==> src/rtl/mini_cpu_core_if.sv <==
`default_nettype none
// +--------------------------------------------------------------------+
// | mini_cpu_core_if : instruction handshake and result/flag bus        |
// | Revision 1.0                                                        |
// +--------------------------------------------------------------------+
interface mini_cpu_core_if #(
  parameter int DATA_W = 8
);
  logic [DATA_W+3:0] in_data;
  logic              in_valid;
  logic              in_ready;
  logic [DATA_W-1:0] result;
  logic              overflow;
  logic              done;
  logic              illegal;

  modport master (
    output in_data, in_valid,
    input  in_ready, result, overflow, done, illegal
  );

  modport slave (
    input  in_data, in_valid,
    output in_ready, result, overflow, done, illegal
  );
endinterface
`default_nettype wire

==> src/rtl/mini_cpu_core.sv <==
`default_nettype none
// +--------------------------------------------------------------------+
// | mini_cpu_core : accumulator CPU with register file, shift-add MUL   |
// | Revision 1.0                                                        |
// +--------------------------------------------------------------------+
module mini_cpu_core #(
  parameter int DATA_W     = 8,
  parameter int REG_N      = 4,
  parameter int OVF_STICKY = 0
) (
  input  logic            clk,
  input  logic            rst_n,
  mini_cpu_core_if.slave  bus
);
  localparam int IDX_W = $clog2(REG_N);
  localparam int CNT_W = $clog2(DATA_W + 1);

  localparam logic [3:0] OP_NOP  = 4'h0;
  localparam logic [3:0] OP_LOAD = 4'h1;
  localparam logic [3:0] OP_ADD  = 4'h2;
  localparam logic [3:0] OP_SUB  = 4'h3;
  localparam logic [3:0] OP_MUL  = 4'h4;
  localparam logic [3:0] OP_AND  = 4'h5;
  localparam logic [3:0] OP_OR   = 4'h6;
  localparam logic [3:0] OP_XOR  = 4'h7;
  localparam logic [3:0] OP_SHL  = 4'h8;
  localparam logic [3:0] OP_SHR  = 4'h9;
  localparam logic [3:0] OP_STR  = 4'hA;
  localparam logic [3:0] OP_ADDR = 4'hB;
  localparam logic [3:0] OP_CLRF = 4'hC;

  typedef enum logic [0:0] {
    ST_IDLE = 1'b0,
    ST_MUL  = 1'b1
  } state_t;

  state_t state, state_next;

  logic [DATA_W-1:0]   acc, acc_next;
  logic                ovf, ovf_next;
  logic                done, done_next;
  logic                illegal, illegal_next;
  logic [DATA_W-1:0]   regs [REG_N];
  logic                reg_we;
  logic [2*DATA_W-1:0] mcand, mcand_next;
  logic [2*DATA_W-1:0] prod, prod_next, prod_step;
  logic [DATA_W-1:0]   mplier, mplier_next;
  logic [CNT_W-1:0]    count, count_next;
  logic                ovf_wr, ovf_val;

  logic [3:0]        op;
  logic [DATA_W-1:0] opnd;
  logic [IDX_W-1:0]  idx;
  logic [DATA_W:0]   add_sum, addr_sum;

  assign op       = bus.in_data[DATA_W+3:DATA_W];
  assign opnd     = bus.in_data[DATA_W-1:0];
  assign idx      = opnd[IDX_W-1:0];
  assign add_sum  = {1'b0, acc} + {1'b0, opnd};
  assign addr_sum = {1'b0, acc} + {1'b0, regs[idx]};
  assign prod_step = prod + (mplier[0] ? mcand : '0);

  assign bus.in_ready = (state == ST_IDLE);
  assign bus.result   = acc;
  assign bus.overflow = ovf;
  assign bus.done     = done;
  assign bus.illegal  = illegal;

  always_ff @(posedge clk or negedge rst_n) begin
    if (!rst_n) state <= ST_IDLE;
    else        state <= state_next;
  end

  always_comb begin
    state_next   = state;
    acc_next     = acc;
    ovf_next     = ovf;
    done_next    = 1'b0;
    illegal_next = 1'b0;
    reg_we       = 1'b0;
    mcand_next   = mcand;
    mplier_next  = mplier;
    prod_next    = prod;
    count_next   = count;
    ovf_wr       = 1'b0;
    ovf_val      = 1'b0;

    case (state)
      ST_IDLE: begin
        if (bus.in_valid) begin
          done_next = 1'b1;
          case (op)
            OP_NOP:  ;
            OP_LOAD: acc_next = opnd;
            OP_ADD:  begin acc_next = add_sum[DATA_W-1:0]; ovf_wr = 1'b1; ovf_val = add_sum[DATA_W]; end
            OP_SUB:  begin acc_next = acc - opnd; ovf_wr = 1'b1; ovf_val = (opnd > acc); end
            OP_MUL: begin
              // completion is reported when the shift-add sequence finishes
              done_next   = 1'b0;
              state_next  = ST_MUL;
              mcand_next  = {{DATA_W{1'b0}}, acc};
              mplier_next = opnd;
              prod_next   = '0;
              count_next  = CNT_W'(DATA_W);
            end
            OP_AND:  acc_next = acc & opnd;
            OP_OR:   acc_next = acc | opnd;
            OP_XOR:  acc_next = acc ^ opnd;
            OP_SHL:  begin acc_next = {acc[DATA_W-2:0], 1'b0}; ovf_wr = 1'b1; ovf_val = acc[DATA_W-1]; end
            OP_SHR:  acc_next = {1'b0, acc[DATA_W-1:1]};
            OP_STR:  reg_we = 1'b1;
            OP_ADDR: begin acc_next = addr_sum[DATA_W-1:0]; ovf_wr = 1'b1; ovf_val = addr_sum[DATA_W]; end
            OP_CLRF: ovf_next = 1'b0;
            default: illegal_next = 1'b1;
          endcase
        end
      end
      ST_MUL: begin
        prod_next   = prod_step;
        mcand_next  = mcand << 1;
        mplier_next = mplier >> 1;
        count_next  = count - CNT_W'(1);
        if (count == CNT_W'(1)) begin
          acc_next   = prod_step[DATA_W-1:0];
          ovf_wr     = 1'b1;
          ovf_val    = |prod_step[2*DATA_W-1:DATA_W];
          done_next  = 1'b1;
          state_next = ST_IDLE;
        end
      end
      default: state_next = ST_IDLE;
    endcase

    if (ovf_wr) ovf_next = (OVF_STICKY != 0) ? (ovf | ovf_val) : ovf_val;
  end

  always_ff @(posedge clk or negedge rst_n) begin
    if (!rst_n) begin
      acc     <= '0;
      ovf     <= 1'b0;
      done    <= 1'b0;
      illegal <= 1'b0;
      mcand   <= '0;
      mplier  <= '0;
      prod    <= '0;
      count   <= '0;
      for (int i = 0; i < REG_N; i++) regs[i] <= '0;
    end else begin
      acc     <= acc_next;
      ovf     <= ovf_next;
      done    <= done_next;
      illegal <= illegal_next;
      mcand   <= mcand_next;
      mplier  <= mplier_next;
      prod    <= prod_next;
      count   <= count_next;
      if (reg_we) regs[idx] <= acc;
    end
  end
endmodule
`default_nettype wire
==> src/flat_wrapper.sv <==
// flat-port wrapper written by rule: the top's interface ports become plain ports
module mini_cpu_core_flat 
#(
  parameter int DATA_W     = 8,
  parameter int REG_N      = 4,
  parameter int OVF_STICKY = 0
)
  (clk, rst_n, bus_in_data, bus_in_valid, bus_in_ready, bus_result, bus_overflow, bus_done, bus_illegal);
  mini_cpu_core_if #(.DATA_W(DATA_W)) bus_i ();
  input  logic clk;
  input  logic rst_n;
  input wire logic [$bits(bus_i.in_data)-1:0] bus_in_data;
  input wire logic [$bits(bus_i.in_valid)-1:0] bus_in_valid;
  output wire logic [$bits(bus_i.in_ready)-1:0] bus_in_ready;
  output wire logic [$bits(bus_i.result)-1:0] bus_result;
  output wire logic [$bits(bus_i.overflow)-1:0] bus_overflow;
  output wire logic [$bits(bus_i.done)-1:0] bus_done;
  output wire logic [$bits(bus_i.illegal)-1:0] bus_illegal;
  assign bus_i.in_data = bus_in_data;
  assign bus_i.in_valid = bus_in_valid;
  assign bus_in_ready = bus_i.in_ready;
  assign bus_result = bus_i.result;
  assign bus_overflow = bus_i.overflow;
  assign bus_done = bus_i.done;
  assign bus_illegal = bus_i.illegal;
  mini_cpu_core #(.DATA_W(DATA_W), .REG_N(REG_N), .OVF_STICKY(OVF_STICKY)) u_core (.clk(clk), .rst_n(rst_n), .bus(bus_i));
endmodule
==> config.mk <==
export PLATFORM = sky130hd
export DESIGN_NAME = mini_cpu_core_flat
export DESIGN_NICKNAME = d
export VERILOG_FILES = /design/src/rtl/mini_cpu_core_if.sv /design/src/rtl/mini_cpu_core.sv /design/src/flat_wrapper.sv
export SDC_FILE = /design/constraint.sdc
export NUM_CORES = 1
export LEC_CHECK = 0
export CORE_MARGIN = 3
export CORE_UTILIZATION = 40
export CTS_BUF_LIST = sky130_fd_sc_hd__clkbuf_8
export CTS_CLUSTER_DIAMETER = 100
export DETAILED_ROUTE_END_ITERATION = 6
export SYNTH_ARGS = -nofsm -noshare
export SYNTH_HDL_FRONTEND = slang
export SYNTH_SLANG_ARGS = --single-unit
export TNS_END_PERCENT = 20
==> constraint.sdc <==
create_clock -name clk -period 2.85 [get_ports clk]
set_input_delay 0.57 -clock clk [delete_from_list [all_inputs] [get_ports clk]]
set_output_delay 0.57 -clock clk [all_outputs]
set_load 0.01 [all_outputs]
# After elaboration in Yosys (flattened, before gate mapping)
# Cells that the tools add are included.
[op_classes] n_addsub=5 order_cmp=3 eq_ne=18 n_mux=48 n_bitwise=5 n_reduce_logical=10
[ops] cell="$mux W16" n=5
[ops] cell="$pmux W8 S9" n=1
[ops] cell="$pmux W16 S2" n=2
[ops] cell="$mux W8" n=7
[ops] cell="$bwmux W32" n=1
[ops] cell="$pmux W8 S2" n=2
[ops] cell="$eq A4 B4 Y1 const B" n=5
[ops] cell="$mux W1" n=20
[ops] cell="$add A8 B8 Y9" n=2
[ops] cell="$add A16 B16 Y16" n=1
[ops] cell="$bmux W8 S2" n=1
[ops] cell="$demux W8 S2" n=1
[ops] cell="$eq A4 B3 Y1 const B" n=4
[ops] cell="$reduce_or A13 Y1" n=1
[ops] cell="$ne A10 B1 Y1 const B" n=1
[ops] cell="$and A8 B8 Y8" n=1
[ops] cell="$eq A4 B1 Y1 const B" n=2
[ops] cell="$eq A4 B2 Y1 const B" n=2
[ops] cell="$gt A8 B8 Y1" n=1
[ops] cell="$mux W4" n=2
[ops] cell="$or A8 B8 Y8" n=1
[ops] cell="$pmux W1 S2" n=4
[ops] cell="$pmux W4 S2" n=1
[ops] cell="$reduce_or A8 Y1" n=1
[ops] cell="16 further kinds" n=20
[word_totals] regBits=88 input_bits=15 out_inout_bits=12 wordCells=102

# Longest topological paths before layout
[logic_depth] word_depth=9 mapped_depth=12 mapped_depth_nobuf=12

# Worst setup path before layout
# Ideal clock, no wire load.
[synth_path] kind="in2reg" start="input bus_in_data[0]" end="register u_core.acc[6], in the netlist u_core.bus.result[6]" setup_ps=87 t_arrival_ps=3339 required_ps=2763 setup_slack_ps=-576 path_stages=12 n_path_buf=1 path_cell_list="clkbuf_1 > mux4_2 > ha_1 > fa_1 > a21o_1 > a21oi_1 > nand2b_1 > a21boi_0 > o21ai_0 > o211ai_1 > a31o_1 > a22oi_1"
[synth_between] elab_chain_len=8 word_cells_on_any_way=10 cone_classes="add/sub (3); mux (6); bitwise (1)"
[synth_lines] item="from (decl)" line_no="flat_wrapper.sv:12" text="input wire logic [$bits(bus_i.in_data)-1:0] bus_in_data;"
[synth_lines] item="$not A2 Y3 (implied by the code)" line_no="mini_cpu_core.sv:60" text="assign addr_sum = {1'b0, acc} + {1'b0, regs[idx]};"
[synth_lines] item="$bmux W8 S2" line_no="mini_cpu_core.sv:60"
[synth_lines] item="$mux W8 (implied by the code) (2 in a row)" line_no="mini_cpu_core.sv:60"
[synth_lines] item="$add A8 B8 Y9" line_no="mini_cpu_core.sv:60"
[synth_lines] item="$pmux W8 S9 (*)" line_no="mini_cpu_core.sv:92" text="case (op)"
[synth_lines] item="$mux W8 (*)" line_no="mini_cpu_core.sv:90" text="if (bus.in_valid) begin"
[synth_lines] item="$pmux W8 S2 (*)" line_no="mini_cpu_core.sv:88" text="case (state)"
[synth_lines] item="to (signal assigned)" line_no="mini_cpu_core.sv:149" text="acc <= acc_next;"
[synth_lines] item="to (decl)" line_no="mini_cpu_core.sv:39" text="logic [DATA_W-1:0] acc, acc_next;"
# Every way passes the cells marked *; elsewhere a longest branch is shown, timed or not. The select of a mux whose other input is x is not followed.
# A chain may end at the register's enable or synchronous reset.

# Worst setup path after layout
[layout_path] start="register u_core.mplier[0]" end="register u_core.ovf, in the netlist u_core.bus.overflow"
[layout_between] elab_chain_len=6
[layout_lines] item="from (decl)" line_no="mini_cpu_core.sv:47" text="logic [DATA_W-1:0] mplier, mplier_next;"
[layout_lines] item="from (signal assigned)" line_no="mini_cpu_core.sv:154" text="mplier <= mplier_next;"
[layout_lines] item="$mux W16" line_no="mini_cpu_core.sv:61" text="assign prod_step = prod + (mplier[0] ? mcand : '0);"
[layout_lines] item="$add A16 B16 Y16" line_no="mini_cpu_core.sv:61"
[layout_lines] item="$reduce_or A8 Y1" line_no="mini_cpu_core.sv:126" text="ovf_val = |prod_step[2*DATA_W-1:DATA_W];"
[layout_lines] item="$mux W1" line_no="mini_cpu_core.sv:123" text="if (count == CNT_W'(1)) begin"
[layout_lines] item="$pmux W1 S2" line_no="mini_cpu_core.sv:88"
[layout_lines] item="$mux W1" line_no="mini_cpu_core.sv:134" text="if (ovf_wr) ovf_next = (OVF_STICKY != 0) ? (ovf | ovf_val) : ovf_val;"
[layout_lines] item="to (signal assigned)" line_no="mini_cpu_core.sv:150" text="ovf <= ovf_next;"
[layout_lines] item="to (decl)" line_no="mini_cpu_core.sv:40" text="logic ovf, ovf_next;"
# No other way between the ends.

==> metrics.csv <==
metric,value,unit
slowest_stage,or4_4,
cts_root_buf,clkbuf_8,
dieArea,17220,um2
core_area,15260,um2
p_sw_share,41.50,%
slowest_delay,550,ps
synth_edf_count,0,
syn_to_final_growth,29.25,%
grt_pass1_wl,31.51,mm
fin_util,53.12,%
ys_warn_count,0,
postSynthCellCount,730,
dp_slack,-791.3,ps
drive_above_1_share,24.86,%
hold_viol,0,
num_vias,6013,
grt_overflow,0,
dp_hpwl,15.07,mm
die_w,131.2,um
dp.cells,1058,
p_int,3.827,mW
drc,0,
fin_crit_sh,105.3,%
p_total,6.541,mW
status,finished with violations,
nFillCells,1411,
worstSetupEndpointType,register,
htree_levels,3,
relSlewSlack,55.74,%
synth_seq_cells,88,
p_switching,2.715,mW
cts_sinks,88,
numCtsBuffers,9,
routabilityCongestion,0.9695,
setup_viol,1,
grt_pass1_vias,5791,
crit_type,register to register,
worstMarginPinSlew,654.7,ps
pwr-share-seq,29.6,%
rows,45,
power.density,807.0,nW/um2
syn_area,6271,um2
io_buffers,26,
ir_worst_vdd,0.4118,mV
holdBufCountCts,0,
tritoncts,done,
fin_cells,1076,
diodes,0,
hold_class,input pin to asynchronous set/reset pin,
clk_pin_slew,100,ps
cts_buffer_depth,2,
ys.flop_type,dfrtp_1,
critPathArrivalTime,3260,ps
drt.antenna.violating_nets,0,
pwr-share-comb,55.0,%
clock_skew,18.72,ps
power_leakage,3.747,nW
io-pin-count,27,
antenna_found_initial,0,
drt_pass1_iterations,5,
rsz0062_at_grt,true,
final.min_clock_period,3001,ps
cp_cell_sequence,"and2_4, ha_4, fa_2, a21o_1, and4_4, o311ai_4, o21ai_2, xor2_1, or4_4, o41ai_4, nand3_1",
grt_max_degree,75,
synth_async_sr_flop_share,100.0,%
nNetsFinal,928,
fin_ws,-150.5,ps
critPathMaxFanout,5,
clock_latency,380,ps
synth.yosys.seq_area_share,35.12,%
timing.fmax,333.3,MHz
wl_per_cell,18.16,um
yosysUniqueCellTypes,69,
syn_nets,798,
detail_route.vias_per_cell,5.588,
drtIter0Drc,447,
drv_slew,0,
required,3110,ps
violations,setup timing,
track_usage,22.66,%
cap_violations,0,
start_util,41.10,%
postSynthAreaPerCell,8.590,um2
drt-total-wl,19.54,mm
clock_power_share,15.4,%
cp-start-kind,register,
die_h,131.2,um
==> path summary, 6_finish.rpt <==
| path | startpoint | to | slack [ps] | cells after the start |
|---|---|---|---|---|
| min in group clk | u_core.regs[13]$_DFFE_PN0P_ | u_core.regs[13]$_DFFE_PN0P_ | 490 | 2 |
| max in group asynchronous | rst_n | u_core.mplier[0]$_DFFE_PN0P_ | 2020 | 2 |
| min reg2reg | u_core.regs[13]$_DFFE_PN0P_ | u_core.regs[13]$_DFFE_PN0P_ | 490 | 2 |
| max reg2reg | u_core.mplier[0]$_DFFE_PN0P_ | u_core.bus.overflow$_DFFE_PN0P_ | -150 | 11 |
| max | u_core.mplier[0]$_DFFE_PN0P_ | u_core.bus.overflow$_DFFE_PN0P_ | -150 | 11 |
| min | rst_n | u_core.mcand[13]$_DFFE_PN0P_ | 170 | 1 |
==> sequential cells by signal, summed over array words and instances (netlist names) <==
name	flops
u_core.mcand	16
u_core.prod	16
u_core.regs	32
u_core.bus.done	1
u_core.bus.result	8
u_core.count	4
u_core.mplier	8
u_core.state	1
u_core.bus.overflow	1
u_core.bus.illegal	1
==> synth_stat cells (3+ instances only) <==
master | instances | area share [%]
o21ai_1 | 3 | 0.24
o21ai_0 | 92 | 7.3
a31oi_1 | 5 | 0.50
nor4b_1 | 3 | 0.42
o31ai_1 | 6 | 0.72
mux2_2 | 10 | 1.8
nand2_1 | 108 | 6.5
o22ai_1 | 4 | 0.40
o21bai_1 | 3 | 0.36
o32ai_1 | 3 | 0.42
nor2_1 | 44 | 2.6
nand2b_1 | 8 | 0.80
and3_1 | 4 | 0.40
mux4_2 | 8 | 2.9
nor2b_1 | 6 | 0.60
nor3_1 | 18 | 1.4
and2_1 | 16 | 1.6
a22o_1 | 7 | 0.98
a21oi_1 | 57 | 4.5
xnor2_1 | 15 | 2.1
a211oi_1 | 5 | 0.60
buf_1 | 4 | 0.24
dfrtp_1 | 88 | 35
fa_1 | 4 | 1.3
inv_1 | 29 | 1.7
nand3_1 | 14 | 1.1
o221ai_1 | 4 | 0.56
ha_1 | 49 | 9.8
clkbuf_1 | 33 | 2.0
mux2i_1 | 3 | 0.48
o211ai_1 | 11 | 1.3
or3_1 | 3 | 0.30
a21o_1 | 7 | 0.84
a32oi_1 | 6 | 0.84
xor2_1 | 6 | 0.84
==> layout make-up <==
type | count | area (um2) | area share (%)
multi-input cells | 573 | 4009 | 49.46
clock inverters | 6 | 90.09 | 1.111
well taps | 211 | 264.0 | 3.257
inverters | 30 | 112.6 | 1.389
flip-flops and latches | 88 | 2205 | 27.20
repair buffers | 158 | 1287 | 15.88
clock buffers | 10 | 137.6 | 1.698
==> timing repair <==
action / 4_1_cts / 5_1_grt
resized for setup: 14 / 24
buffers inserted: 0 / 2
pin swaps: 4 / 11
endpoints found under the setup margin: 8 / 9
gates cloned: 0 / 0
==> power groups by stage <==
stage / logic [mW] / clock network [mW] / registers, mW
finish: 3.60 / 1.01 / 1.93
global route: 3.97 / 1.10 / 1.98
CTS: 3.52 / 1.04 / 1.92
detailed placement: 3.44 / 0 / 1.94
global placement: 3.38 / 0 / 1.93
floorplan: 1.90 / 0 / 1.96
==> cell families (layout without fill, tap and decap cells) <==
kind of cell / after synthesis / count (layout) / synth area share (%)
AO/OA/AOI/OAI: 241 / 241 / 24.08
AND/OR/NAND/NOR: 237 / 237 / 17.40
flip-flops: 88 / 88 / 35.12
buffers and inverters: 69 / 204 / 4.269
adder cells (fa/ha/maj): 53 / 53 / 11.05
XOR/XNOR: 21 / 21 / 2.933
multiplexers: 21 / 21 / 5.148
==> worst max-delay path, delay by kind of cell (launching register included) <==
| kind | cells | cell delay (ps) |
|---|---|---|
| AOI/OAI and AO/OA | 4 | 760 |
| xor gates and xnor gates | 1 | 160 |
| adders and majority gates | 2 | 500 |
| DFF | 1 | 440 |
| and+or+nand+nor | 4 | 1020 |
==> stage by stage <==
stage	instance area, um2	hold slack, ps	setup TNS, ps
finish	8105	166.4	-150.5
global placement	7705	463.9	-4679
CTS	8008	166.4	-282.0
floorplan	6341	274.4	-74.16
global route	8105	191.2	-534.9
detailed placement	7705	471.7	-5338
==> metal layers <==
metal | wire length, um | track usage, % | part of all wire, % | vias up
li1 | - | - | - | 2881
met5 | 0 | 0 | 0 | -
met4 | 455 | 6.709 | 2.3 | 0
met1 | 9161 | 32.42 | 47 | 2943
met3 | 888 | 3.522 | 4.5 | 27
met2 | 9030 | 35.63 | 46 | 162
==> placed cells by master, fill, tap and decap left out, types with 5 or more instances in the layout <==
cell type	instances
mux4_2	8
nor3_1	18
a22o_1	7
a21oi_1	52
xnor2_1	13
clkbuf_8	10
dfrtp_1	86
a21oi_2	6
o21ai_1	6
xor2_1	6
a32oi_1	6
nor2b_1	6
nand3_1	13
clkdlybuf4s50_1	23
a31oi_1	5
mux2_2	10
buf_4	128
o21ai_0	87
ha_1	42
o211ai_1	11
nor2_1	44
nand2b_1	8
o31ai_1	5
nand2_1	108
inv_1	29
and2_1	14
ha_4	6
a21o_1	7
Note: power is estimated with default switching activity, not from simulation.
